[config.mk]
export PLATFORM = sky130hd
export DESIGN_NAME = hex_display_scanner
export DESIGN_NICKNAME = d
export VERILOG_FILES = /design/src/rtl/hex_display_scanner.sv
export SDC_FILE = /design/constraint.sdc
export NUM_CORES = 1
export LEC_CHECK = 0
export CAP_MARGIN = 20
export CELL_PAD_IN_SITES_DETAIL_PLACEMENT = 0
export CELL_PAD_IN_SITES_GLOBAL_PLACEMENT = 1
export CORE_MARGIN = 1.5
export CORE_UTILIZATION = 40
export CTS_CLUSTER_DIAMETER = 50
export DETAILED_ROUTE_END_ITERATION = 8
export PLACE_DENSITY_LB_ADDON = 0.1
export SLEW_MARGIN = 20
export SYNTH_ARGS = -nofsm -noshare
export SYNTH_HDL_FRONTEND = slang
export SYNTH_SLANG_ARGS = --single-unit
[constraint.sdc]
create_clock -name clk -period 2 [get_ports clk]
set_input_delay 0.4 -clock clk [delete_from_list [all_inputs] [get_ports clk]]
set_output_delay 0.4 -clock clk [all_outputs]
set_load 0.01 [all_outputs]
[src/rtl/hex_display_scanner.sv]
// Four-digit common-anode hex display scanner with per-slot dead-time and frame-synchronous load.
// Optional leading-zero blanking is enabled by defining HEX_SCAN_LZ_BLANK_EN.
module hex_display_scanner #(
  parameter int unsigned REFRESH_CYCLES = 1024,
  parameter int unsigned DEAD_CYCLES    = 16
) (
  input  logic        clk,
  input  logic        rst_n,
  input  logic [15:0] data_in,
  input  logic        load,
  output logic        load_ack,
  output logic [3:0]  char,
  output logic [3:0]  an,
  output logic        frame_start
);

  localparam int unsigned CntW = $clog2(REFRESH_CYCLES);
  localparam logic [CntW-1:0] CntMax  = CntW'(REFRESH_CYCLES - 1);
  localparam logic [CntW-1:0] CntDead = CntW'(DEAD_CYCLES);

  logic [CntW-1:0] cnt_q, cnt_d;
  logic [1:0]      idx_q, idx_d;
  logic [15:0]     disp_q, disp_d;
  logic [15:0]     hold_q, hold_d;
  logic            pend_q, pend_d;
  logic            xfer_q, xfer_d;
  logic            ack_q;
  logic [3:0]      char_q, char_d;

  logic slot_end;
  logic frame_end;

  assign slot_end  = (cnt_q == CntMax);
  assign frame_end = slot_end && (idx_q == 2'd0);

  always_comb begin
    cnt_d  = slot_end ? '0 : cnt_q + 1'b1;
    idx_d  = slot_end ? idx_q - 2'd1 : idx_q;
    hold_d = hold_q;
    pend_d = pend_q;
    disp_d = disp_q;
    xfer_d = 1'b0;

    if (load) begin
      hold_d = data_in;
      pend_d = 1'b1;
    end

    // A load coinciding with the frame boundary bypasses hold so it is not a frame late.
    if (frame_end) begin
      if (load) begin
        disp_d = data_in;
      end else if (pend_q) begin
        disp_d = hold_q;
      end
      xfer_d = load | pend_q;
      pend_d = 1'b0;
    end

    char_d = char_q;
    if (slot_end) begin
      unique case (idx_d)
        2'd3:    char_d = disp_d[15:12];
        2'd2:    char_d = disp_d[11:8];
        2'd1:    char_d = disp_d[7:4];
        default: char_d = disp_d[3:0];
      endcase
    end
  end

  always_ff @(posedge clk or negedge rst_n) begin
    if (!rst_n) begin
      cnt_q  <= '0;
      idx_q  <= 2'd3;
      disp_q <= 16'h0000;
      hold_q <= 16'h0000;
      pend_q <= 1'b0;
      xfer_q <= 1'b0;
      ack_q  <= 1'b0;
      char_q <= 4'h0;
    end else begin
      cnt_q  <= cnt_d;
      idx_q  <= idx_d;
      disp_q <= disp_d;
      hold_q <= hold_d;
      pend_q <= pend_d;
      xfer_q <= xfer_d;
      ack_q  <= xfer_q;
      char_q <= char_d;
    end
  end

`ifdef HEX_SCAN_LZ_BLANK_EN
  logic blank;

  // Blank a digit when it and every digit to its left are zero; digit 0 always shows.
  always_comb begin
    unique case (idx_q)
      2'd3:    blank = (disp_q[15:12] == 4'h0);
      2'd2:    blank = (disp_q[15:8] == 8'h00);
      2'd1:    blank = (disp_q[15:4] == 12'h000);
      default: blank = 1'b0;
    endcase
  end
`else
  logic blank;
  assign blank = 1'b0;
`endif

  always_comb begin
    an = 4'b1111;
    if (cnt_q >= CntDead && !blank) begin
      an[idx_q] = 1'b0;
    end
  end

  // Gated by rst_n so the combinational strobe is low while reset is held.
  assign frame_start = rst_n && (cnt_q == '0) && (idx_q == 2'd3);
  assign load_ack    = ack_q;
  assign char        = char_q;

endmodule

==> flow_summary_export.csv <==
group,metric,value,unit
worst_setup_path,regToRegEndpoint,"char[0]",
synthesis,synthesis.instances,204,
flow_run,max_cap_viol_count,0,
floorplan,pin_count,29,
timing,hold-worst-slack,0.231,ns
global_route,grt_start_max_net_pins,52,
route,via_per_inst,5.19,
worst_setup_path,worstRegToRegCells,9,
worst_setup_path,critical_path.startpoint_type,"flip-flop",
global_route,antenna_found_initial,0,
clock_tree,cts-hold-fix-buffers,0,
route,route.final.wire_length,5.58,mm
clock_tree,insertion_delay,0.31,ns
clock_tree,clk_path_buf_depth,2,
worst_setup_path,slowest_stage,"sky130_fd_sc_hd__dfstp_2",
placed_design,place_congestion,0.779,
clock_tree,cts_tree,"done",
timing,finalCritPeriodShare,96.9,%
clock_tree,h-tree-depth,2,
worst_setup_path,path_common_cell,"sky130_fd_sc_hd__buf_4",
route,drt_first_pass_iters,4,
timing,fmax,516,MHz
synthesis,yosys_register_bits,51,
worst_setup_path,crit_type,"flip-flop to flip-flop",
layout,most_frequent_standard_cell_in_the_layout_excluding_fill_and_tap_cells,"sky130_fd_sc_hd__dfrtp_1",
worst_setup_path,end_kind,"flip-flop",
layout,syn_to_final_growth,32.0,%
clock_tree,clkSlewWorstSetupHoldPaths,0.10,ns
timing,rsz0062_at_grt,"true",
min_path,hold_path.class,"input port to asynchronous set/reset pin",
floorplan,die_height,80.2,µm
synthesis,compound_gate_portion_of_the_synthesized_area,7.51,%
synthesis,synthesis.area_per_instance,11.7,µm²
clock_tree,clock-root-buffer,"sky130_fd_sc_hd__clkbuf_8",
layout,final_nets,292,
synthesis,ys_types,37,
layout,post-route-util,55.8,%
synthesis,synth.yosys.seq_area_share,53.6,%
synthesis,share_of_synthesized_area_spent_on_multiplexers,16.9,%
layout,layout.cells.most_common_list,"49 x sky130_fd_sc_hd__dfrtp_1, 32 x sky130_fd_sc_hd__buf_4, 29 x sky130_fd_sc_hd__mux2_2",
worst_setup_path,critical_path_rt,2.18,ns
synthesis,synth-edff-count,0,
worst_setup_path,worst_path_largest_cell_delay,0.38,ns
worst_setup_path,startpoint_of_the_worst_register_to_register_path,"idx_q[1]",
synthesis,synth_top_family_by_area,"multiplexers",
global_route,globalRouteTotalUtil,19.4,%
floorplan,die_w,80.2,µm
route,detailed_router_s_first_iteration_violation_count,68,
synthesis,synth_async_sr_flop_share,100,%
synthesis,yosys_warnings,0,
worst_setup_path,ff2ff_setup_slack,0.06,ns
timing,final.min_clock_period,1.94,ns
timing,setup-tns-final,0,ns
synthesis,synth_ff_type,"sky130_fd_sc_hd__dfrtp_1",
placed_design,post-dp-hpwl,4.02,mm
worst_setup_path,worst-endpoint-arrival,2.12,ns
timing,timing.max_slew.rel_slack,58.0,%
floorplan,floorplan.core_area,5640,µm²
floorplan,die_area,6430,µm²
synthesis,post_synth_xor_area_fraction,2.94,%
worst_setup_path,cp_max_fo,5,
power,p_leak,1.44,nW
synthesis,syn-num-nets,229,
route,route.detailed.drc,0,
floorplan,core.rowCount,27,
status,outcome,"completed",
route,route.vias.total,1763,
timing,hold_violations,0,
clock_tree,clock_sink_count,51,
placed_design,port_buffers,28,
layout,share_of_layout_cells_above_drive_strength_1,35.4,%
timing,slew_at_the_pin_closest_to_its_max_slew_limit,0.630,ns
synthesis,synth_area,2380,µm²
layout,antenna_cells,0,
timing,slew_violations,0,
power,power_density,619,nW/µm²
synthesis,synth_fa_ha_area_share,3.15,%
global_route,grt_pass1_wl,9.39,mm
worst_setup_path,critical-path-top-delay-family,"buffers and inverters",
synthesis,synthSimpleGateAreaFrac,13.3,%
floorplan,initial_utilization,42.2,%
worst_setup_path,path_buf_inv,3,
clock_tree,cts_buffers,5,
route,drt.antenna.violating_nets,0,
global_route,gr-total-overflow,0,
power,worst_ir_drop_vdd,0.000370,V
worst_setup_path,crit_path_cell_trace,"inv_1 > ha_4 > o21ai_4 > nor4_4 > buf_4 > buf_4 > mux2_2 > nand2b_1 > a31oi_1",
timing,timing.final.setup_violations,0,
global_route,grt_pass1_vias,1951,
timing,timing.clock.skew,0.0135,ns
route,routed_wire_length_per_instance,16.4,µm
state kept, by name, indices dropped and copies added (netlist names):
signal and count:
char 4, cnt_q 10, disp_q 16, hold_q 16, idx_q 2, load_ack 1
pend_q 1, xfer_q 1
metal layers:
layer | global-route usage, % | part of all wire [%] | vias up
met4 | 6.72 | 1.2 | 0
met1 | 25.9 | 47 | 891
met3 | 2.50 | 2.9 | 5
li1 | - | - | 837
met5 | 0 | 0 | -
met2 | 32.5 | 49 | 30
logic make-up after synthesis:
| kind of cell | count (synthesis) |
|---|---|
| adder cells (fa/ha/maj) | 6 |
| buffers and inverters | 15 |
| multiplexers | 35 |
| flip-flops | 51 |
| XOR/XNOR | 8 |
| AO/OA/AOI/OAI | 26 |
| AND/OR/NAND/NOR | 63 |
worst max-delay path by stage:
| stage | start | endpoint | slack (ns) | cells after the start |
|---|---|---|---|---|
| 2_1_floorplan | idx_q[0] | char[1] | 0.0004 | 7 |
| 3_3_place_gp | load | char[1] | -0.36 | 7 |
| 3_5_place_dp | load | char[1] | -0.43 | 7 |
| 4_1_cts | cnt_q[6] | frame_start | -0.08 | 5 |
| 5_1_grt | idx_q[0] | char[3] | -0.01 | 8 |
| 6_report | idx_q[1] | char[0] | 0.06 | 9 |
Yosys cell counts (3+ instances only):
library cell | instances | share of area (%)
sky130_fd_sc_hd__a21oi_1 | 3 | 0.63
sky130_fd_sc_hd__a221o_1 | 3 | 1.3
sky130_fd_sc_hd__a22o_1 | 3 | 1.1
sky130_fd_sc_hd__buf_2 | 4 | 0.84
sky130_fd_sc_hd__clkbuf_1 | 4 | 0.63
sky130_fd_sc_hd__dfrtp_1 | 49 | 51
sky130_fd_sc_hd__ha_1 | 6 | 3.1
sky130_fd_sc_hd__inv_1 | 7 | 1.1
sky130_fd_sc_hd__mux2_2 | 31 | 15
sky130_fd_sc_hd__mux2i_1 | 3 | 1.3
sky130_fd_sc_hd__nand2_1 | 18 | 2.8
sky130_fd_sc_hd__nand2b_1 | 3 | 0.79
sky130_fd_sc_hd__nand3_1 | 5 | 1.0
sky130_fd_sc_hd__nor2_1 | 21 | 3.3
sky130_fd_sc_hd__o21ai_0 | 7 | 1.5
sky130_fd_sc_hd__xnor2_1 | 5 | 1.8
sky130_fd_sc_hd__xor2_1 | 3 | 1.1
stage by stage:
stage                     power, mW  area, µm²  setup WS (ns)  cells
after global placement         1.24       2950         -0.365    323
after detailed placement       1.25       2950         -0.431    323
after CTS                      1.97       3120        -0.0843    339
after global routing           2.04       3150        -0.0113    340
after floorplan                1.16       2410       0.000409    204
final                          1.95       3150         0.0626    340
timing repair:
action	CTS	global route
gates resized for setup	15	15
endpoints found under the setup margin	12	9
cloned	1	0
pin swaps	2	3
setup buffers	7	1
power by group:
part / leakage, nW / internal, mW / switching [mW] / total [mW]
Clock: 0.0581 / 0.373 / 0.344 / 0.717
Sequential: 0.644 / 1.06 / 0.0112 / 1.07
Combinational: 0.733 / 0.0855 / 0.0720 / 0.157
cell type report:
type,count,area [µm²]
Inverter,7,26.3
Timing Repair Buffer,64,534
Multi-Input combinational cell,138,1100
Clock inverter,3,43.8
Clock buffer,5,68.8
Tap cell,72,90.1
Fill cell,516,2490
Sequential cell,51,1280
Note: power is estimated with default switching activity, not from simulation.
